[src/rtl/smbs_controller.sv]
// smbs_controller: serial frame controller for the 16-line serial multi-bus switch.
// It parses a framed stream on ser_in and then drives the port, lane and data
// lines of the switch for each payload bit. The frame is sent MSB first:
//   start(0) | PORT[1:0] | LANE[1:0] | LEN[LEN_W-1:0] | LEN payload bits
// The lane advances by one (mod 4) for each payload bit.
// Ports:
//   clk        - system clock, rising edge
//   rst        - asynchronous active-high reset
//   ser_in     - serial frame input, idles at 1
//   abort      - synchronous frame cancel; overrides every other transition
//   ser_out    - registered payload bit, goes to the switch serIn
//   p_select   - one-hot port select; 0000 when no payload bit is present
//   l_select   - lane select for the current payload bit; holds its value when idle
//   data_valid - ser_out, p_select and l_select carry a payload bit
//   busy       - a frame is in flight (state is not IDLE)
//   done       - one-cycle pulse when a frame completes
module smbs_controller #(
  parameter int unsigned LEN_W = 4
) (
  input  logic       clk,
  input  logic       rst,
  input  logic       ser_in,
  input  logic       abort,
  output logic       ser_out,
  output logic [3:0] p_select,
  output logic [1:0] l_select,
  output logic       data_valid,
  output logic       busy,
  output logic       done
);

  localparam int unsigned CNT_W = (LEN_W > 2) ? $clog2(LEN_W) : 1;

  typedef enum logic [2:0] {
    S_IDLE,
    S_PORT,
    S_LANE,
    S_LEN,
    S_DATA
  } state_t;

  state_t             state_q;
  logic [1:0]         port_q;
  logic [1:0]         lane_q;     // base lane while parsing, then the current lane
  logic [LEN_W-1:0]   count_q;    // LEN shift register, then the remaining payload bits
  logic [CNT_W-1:0]   bit_cnt_q;  // header bit index within the current field
  logic [LEN_W-1:0]   len_d;

  // LEN value with the current ser_in bit shifted in
  assign len_d = LEN_W'({count_q, ser_in});

  assign busy = (state_q != S_IDLE);

  // Frame sequencer with registered switch outputs
  always_ff @(posedge clk or posedge rst) begin
    if (rst) begin
      state_q    <= S_IDLE;
      port_q     <= 2'd0;
      lane_q     <= 2'd0;
      count_q    <= '0;
      bit_cnt_q  <= '0;
      ser_out    <= 1'b0;
      p_select   <= 4'd0;
      l_select   <= 2'd0;
      data_valid <= 1'b0;
      done       <= 1'b0;
    end else begin
      // Without a payload bit, data and port go to zero; l_select keeps its value
      ser_out    <= 1'b0;
      p_select   <= 4'd0;
      data_valid <= 1'b0;
      done       <= 1'b0;
      if (abort) begin
        state_q   <= S_IDLE;
        bit_cnt_q <= '0;
        count_q   <= '0;
      end else begin
        case (state_q)
          S_IDLE: begin
            if (!ser_in) begin
              state_q   <= S_PORT;
              bit_cnt_q <= '0;
            end
          end
          S_PORT: begin
            port_q <= {port_q[0], ser_in};
            if (bit_cnt_q == CNT_W'(1)) begin
              bit_cnt_q <= '0;
              state_q   <= S_LANE;
            end else begin
              bit_cnt_q <= bit_cnt_q + CNT_W'(1);
            end
          end
          S_LANE: begin
            lane_q <= {lane_q[0], ser_in};
            if (bit_cnt_q == CNT_W'(1)) begin
              bit_cnt_q <= '0;
              state_q   <= S_LEN;
            end else begin
              bit_cnt_q <= bit_cnt_q + CNT_W'(1);
            end
          end
          S_LEN: begin
            count_q <= len_d;
            if (bit_cnt_q == CNT_W'(LEN_W - 1)) begin
              bit_cnt_q <= '0;
              // A zero-length frame completes right after its header
              if (len_d == '0) begin
                done    <= 1'b1;
                state_q <= S_IDLE;
              end else begin
                state_q <= S_DATA;
              end
            end else begin
              bit_cnt_q <= bit_cnt_q + CNT_W'(1);
            end
          end
          S_DATA: begin
            ser_out    <= ser_in;
            p_select   <= 4'b0001 << port_q;
            l_select   <= lane_q;
            data_valid <= 1'b1;
            lane_q     <= lane_q + 2'd1;
            count_q    <= count_q - LEN_W'(1);
            // The last payload bit returns to IDLE, so the next start bit can follow at once
            if (count_q == LEN_W'(1)) begin
              done    <= 1'b1;
              state_q <= S_IDLE;
            end
          end
          default: state_q <= S_IDLE;
        endcase
      end
    end
  end

endmodule

[config.mk]
export PLATFORM = sky130hd
export DESIGN_NAME = smbs_controller
export DESIGN_NICKNAME = d
export VERILOG_FILES = /design/src/rtl/smbs_controller.sv
export SDC_FILE = /design/constraint.sdc
export NUM_CORES = 1
export LEC_CHECK = 0
export CAP_MARGIN = 30
export CORE_UTILIZATION = 58
export CTS_BUF_LIST = sky130_fd_sc_hd__clkbuf_16
export DETAILED_ROUTE_END_ITERATION = 16
export PLACE_DENSITY = 0.91
export SYNTH_ARGS = -nofsm -noshare
export SYNTH_HDL_FRONTEND = slang
export SYNTH_SLANG_ARGS = --single-unit
[constraint.sdc]
create_clock -name clk -period 4.7 [get_ports clk]
set_input_delay 0.94 -clock clk [delete_from_list [all_inputs] [get_ports clk]]
set_output_delay 0.94 -clock clk [all_outputs]
set_load 0.02 [all_outputs]
==> After elaboration in Yosys (flattened, before gate mapping) <==
Cells that the tools add are included.
{ "word_totals": {"latchBits": 0, "romBits": 0, "elab_cells": 66, "ramBits": 0, "memories": 0, "output_inout_bits": 10, "ff_bits": 22} }
{ "op_classes": {"addsub": 3, "eq_ne": 12, "bitwise": 1, "n_mux": 27, "div": 0, "n_reduce_logical": 12, "n_shift": 1, "n_mul": 0, "order_cmp": 0} }
{ "op_table": {"columns": ["operator", "count"], "rows": [
  ["$mux W3", 7],
  ["$ne A3 B3 Y1 const B", 5],
  ["$pmux W3 S5", 1],
  ["$mux W4", 3],
  ["$mux W1", 8],
  ["$mux W2", 4],
  ["$pmux W4 S2", 1],
  ["$reduce_and A2 Y1", 4],
  ["$eq A3 B2 Y1 const B", 2],
  ["$pmux W2 S3", 1],
  ["$reduce_bool A3 Y1", 2],
  ["$reduce_and A5 Y1", 1],
  ["$add A2 B1 Y2 const B", 2],
  ["$eq A4 B1 Y1 const B", 1],
  ["$logic_not A4 Y1", 1],
  ["$pmux W2 S2", 1],
  ["$reduce_bool A4 Y1", 1],
  ["$shl A1 B2 Y4 const A", 1],
  ["$sub A4 B1 Y4 const B", 1],
  ["$eq A3 B1 Y1 const B", 1],
  ["$eq A3 B3 Y1 const B", 1],
  ["$logic_not A3 Y1", 1],
  ["$eq A2 B1 Y1 const B", 1],
  ["$eq A2 B2 Y1 const B", 1],
  ["4 further kinds", 4]
]} }

==> Longest topological paths before layout <==
{ "depth": {"ltp_word": 5, "mapped_depth": 5, "mapped_depth_nobuf": 5} }

==> Least setup slack after synthesis <==
OpenSTA, ideal clock, no wires.
{ "synth_path": {"kind": "input port to flip-flop", "from": "input abort", "to": "register state_q[0]", "setup_slack_ns": 2.611, "setup_ns": 0.125, "stages": 5, "arrival_ns": 1.964, "path_cell_list": "buf_4 nor3_1 nand3b_1 o311ai_4 mux2_4"} }
{ "synth_via": {"elab_chain_len": 2, "word_cells_on_any_way": 7, "cone_classes": "eq/ne: 5; mux: 1; reduce/logical: 1"} }
{ "synth_lines": {"columns": ["item", "line", "text"], "rows": [
  ["from (decl)", "23", "input logic abort,"],
  ["$ne A3 B3 Y1 (no line)", null, null],
  ["$reduce_and A5 Y1 (no line)", null, null],
  ["to (signal assigned)", "57", "state_q <= S_IDLE;"],
  ["to (signal assigned)", "74", "state_q <= S_IDLE;"],
  ["to (signal assigned)", "81", "state_q <= S_PORT;"],
  ["to (decl)", "42", "state_t state_q;"]
]} }
Parallel ways exist; a longest one is shown, timed or not.
A chain may end at the register's enable or synchronous reset.

==> Worst setup path after layout <==
{ "layout_path": {"from": "register state_q[0]", "to": "output busy"} }
{ "layout_via": {"elab_chain_len": 1} }
{ "layout_lines": {"columns": ["item", "line", "text"], "rows": [
  ["$reduce_bool A3 Y1", "52", "assign busy = (state_q != S_IDLE);"],
  ["to (decl)", "28", "output logic busy,"]
]} }
Every way passes these cells.

==> flow_summary.yaml <==
worst_setup_path:
  cp.required_ns: 3.76
  crit_path_max_fanout: 13
  startpoint_type: "flop"
  crit_type: "flop to output port"
  worst_ep_arrival_time_ns: 1.81
  path_cells: "or3_2, clkdlybuf4s50_1"
  slowest_stage: "clkdlybuf4s50_1"
  critPathMaxStageDelay_ns: 0.54
  end_kind: "output port"
global_route:
  met2_usage: 0.408
  grt_usage: 0.262
  antenna_found_initial: 0
  gr-total-overflow: 0
  gr-usage-met1: 0.318
  top_usage_layer: "met2"
  use_met3: 0.0808
  grt_pass1_wl_um: 3850
  grt_max_degree: 23
  grt_pass1_vias: 836
finish:
  drive_gt1_frac: 0.139
  syn_to_final_growth_pct: 19.5
  layoutNonFillerInstCount: 147
  nNetsFinal: 132
  antenna_cells: 0
  mostFrequentLayoutCells: "dfrtp_1 (22), nor2_1 (16), clkdlybuf4s50_1 (13)"
  fin_util: 0.775
  final_common_cell: "dfrtp_1"
synth:
  synthTopCellsByArea: "dfrtp_1 (47%), ha_1 (5.3%), nor2_1 (5.1%)"
  synth_warnings: 0
  syn-cell-area_sq_um: 1180
  synthCells: 111
  ys_seq_area_frac: 0.467
  async_reset_ff_frac: 1.00
  synth_flop_cell: "dfrtp_1"
  synth.top_cell.area_share: 0.467
  synthesis.nets: 120
  synth_seq_cells: 22
  synth.distinct_cells: 40
  syn_avg_cell_area_sq_um: 10.6
  yosysTopAreaCell: "dfrtp_1"
  synth-edff-count: 0
detailed_routing:
  firstDrtPassIters: 4
  drc: 0
  drt_iter0_markers: 40
  via_per_inst: 6.04
  via_count: 888
  ant_nets: 0
  wire_per_inst_um: 16.2
  totalWireLength_um: 2390
cts:
  cts-resized-gates: 0
  cts_hold_buf: 0
  cts_tree: "done"
  cts_root_buf: "clkbuf_16"
  insertion_delay_ns: 0.26
  cts_buffers: 3
  clkSlewWorstSetupHoldPaths_ns: 0.06
  clockBufferDepth: 2
  htreeDepth: 1
  post-cts-setup-buffer-count: 0
  cts_sinks: 22
power:
  powerDensity_nw_per_um2: 515
  power.leakage_nw: 0.623
  ir_worst_vdd_v: 0.000405
sta:
  final.min_clock_period_ns: 2.75
  fin_tns_setup_ns: 0
  worst_slack_ns: 1.95
  fmax_ghz: 0.363
  holdWs_ns: 0.504
  fin_crit_sh: 0.586
  maxSlewViolCount: 0
  finalHoldViolCount: 0
  tightest_slew_ns: 0.791
  maxSlewHeadroom: 0.472
  rsz0062_at_grt: "no"
  setup_viol: 0
  finClkSkew_ns: 0.00489
floorplanning:
  io-pin-count: 14
  start_util: 0.648
  die_x_um: 47.1
  core_sq_um: 1820
  die_y_um: 47.1
  fp-row-count: 15
  die_area_sq_um: 2220
placed_design:
  gp_congestion: 0.953
  port_buffers: 13
  dpl.hpwl_um: 1630
  dp.cells: 143
  pre_cts_ws_ns: 1.75
min_path:
  hp-class: "flop to flop"
job:
  max_cap_violations: 0
run_status:
  status: "finished clean"
## logic make-up after synthesis
group,count (synthesis),share of synthesized area
AO/OA/AOI/OAI,24,0.171
XOR/XNOR,1,0.00742
adder cells (fa/ha/maj),5,0.0530
buffers and inverters,15,0.0594
flip-flops,22,0.467
multiplexers,6,0.0636
AND/OR/NAND/NOR,38,0.179
## worst max-delay path: cells and delay by family, from the launching register on
kind                   cells  cell delay, ns
DFF                        1            0.52
buffers and inverters      1            0.54
and+or+nand+nor            1            0.49
## cells in the mapped netlist (2+ instances only)
cell type  instances
buf_4              3
nor2_1            16
ha_1               5
mux2_2             4
nor4_1             2
mux2_4             2
inv_1              9
nand2_1            4
nor3_1             2
o21ai_0            4
buf_2              2
dfrtp_1           22
a21oi_1            5
nor3b_1            3
o22a_1             2
a221oi_1           2
## final timing paths
check                      depth (start not counted)          end  slack (ns)       start
setup reg to reg                                   3   state_q[1]        2.79  state_q[1]
hold reg to reg                                    1  p_select[1]        0.50   port_q[1]
hold / removal                                     1  p_select[1]        0.50   port_q[1]
max in group asynchronous                          2   count_q[1]        3.06         rst
setup / recovery                                   2         busy        1.95  state_q[0]
min in group asynchronous                          2   data_valid        1.15         rst
## metal layers
metal  routed length [um]  part of all wire  up-vias
met5                    0                 0        -
met4                   87             0.036        0
met3                  142             0.059       11
met2                 1140              0.48       39
met1                 1020              0.43      416
li1                     -                 -      422
## registers in the layout, summed over array words and instances, names as in the netlist
register and flops:
count_q 4, p_select 4, state_q 3, bit_cnt_q 2
l_select 2, lane_q 2, port_q 2, data_valid 1
done 1, ser_out 1
## through the flow
step / instance area [sq um] / power (mW)
final: 1410 / 0.727
after global routing: 1410 / 0.761
after CTS: 1410 / 0.725
after detailed placement: 1310 / 0.486
after global placement: 1310 / 0.471
after floorplan: 1180 / 0.438
## layout make-up
cell class	count	area (sq um)
clock inverters	1	30.0
well taps	25	31.3
flip-flops and latches	22	551
multi-input cells	74	559
fillers	118	410
inverters	9	33.8
clock buffers	3	75.1
repair buffers	13	130
## power by group
group	total, mW	internal, mW	switching (mW)	leakage, nW
clock	0.237	0.169	0.0680	0.0511
combinational	0.211	0.111	0.0995	0.273
sequential	0.279	0.220	0.0583	0.299
total	0.727	0.501	0.226	0.623
Power figures use the tool's default switching activity.
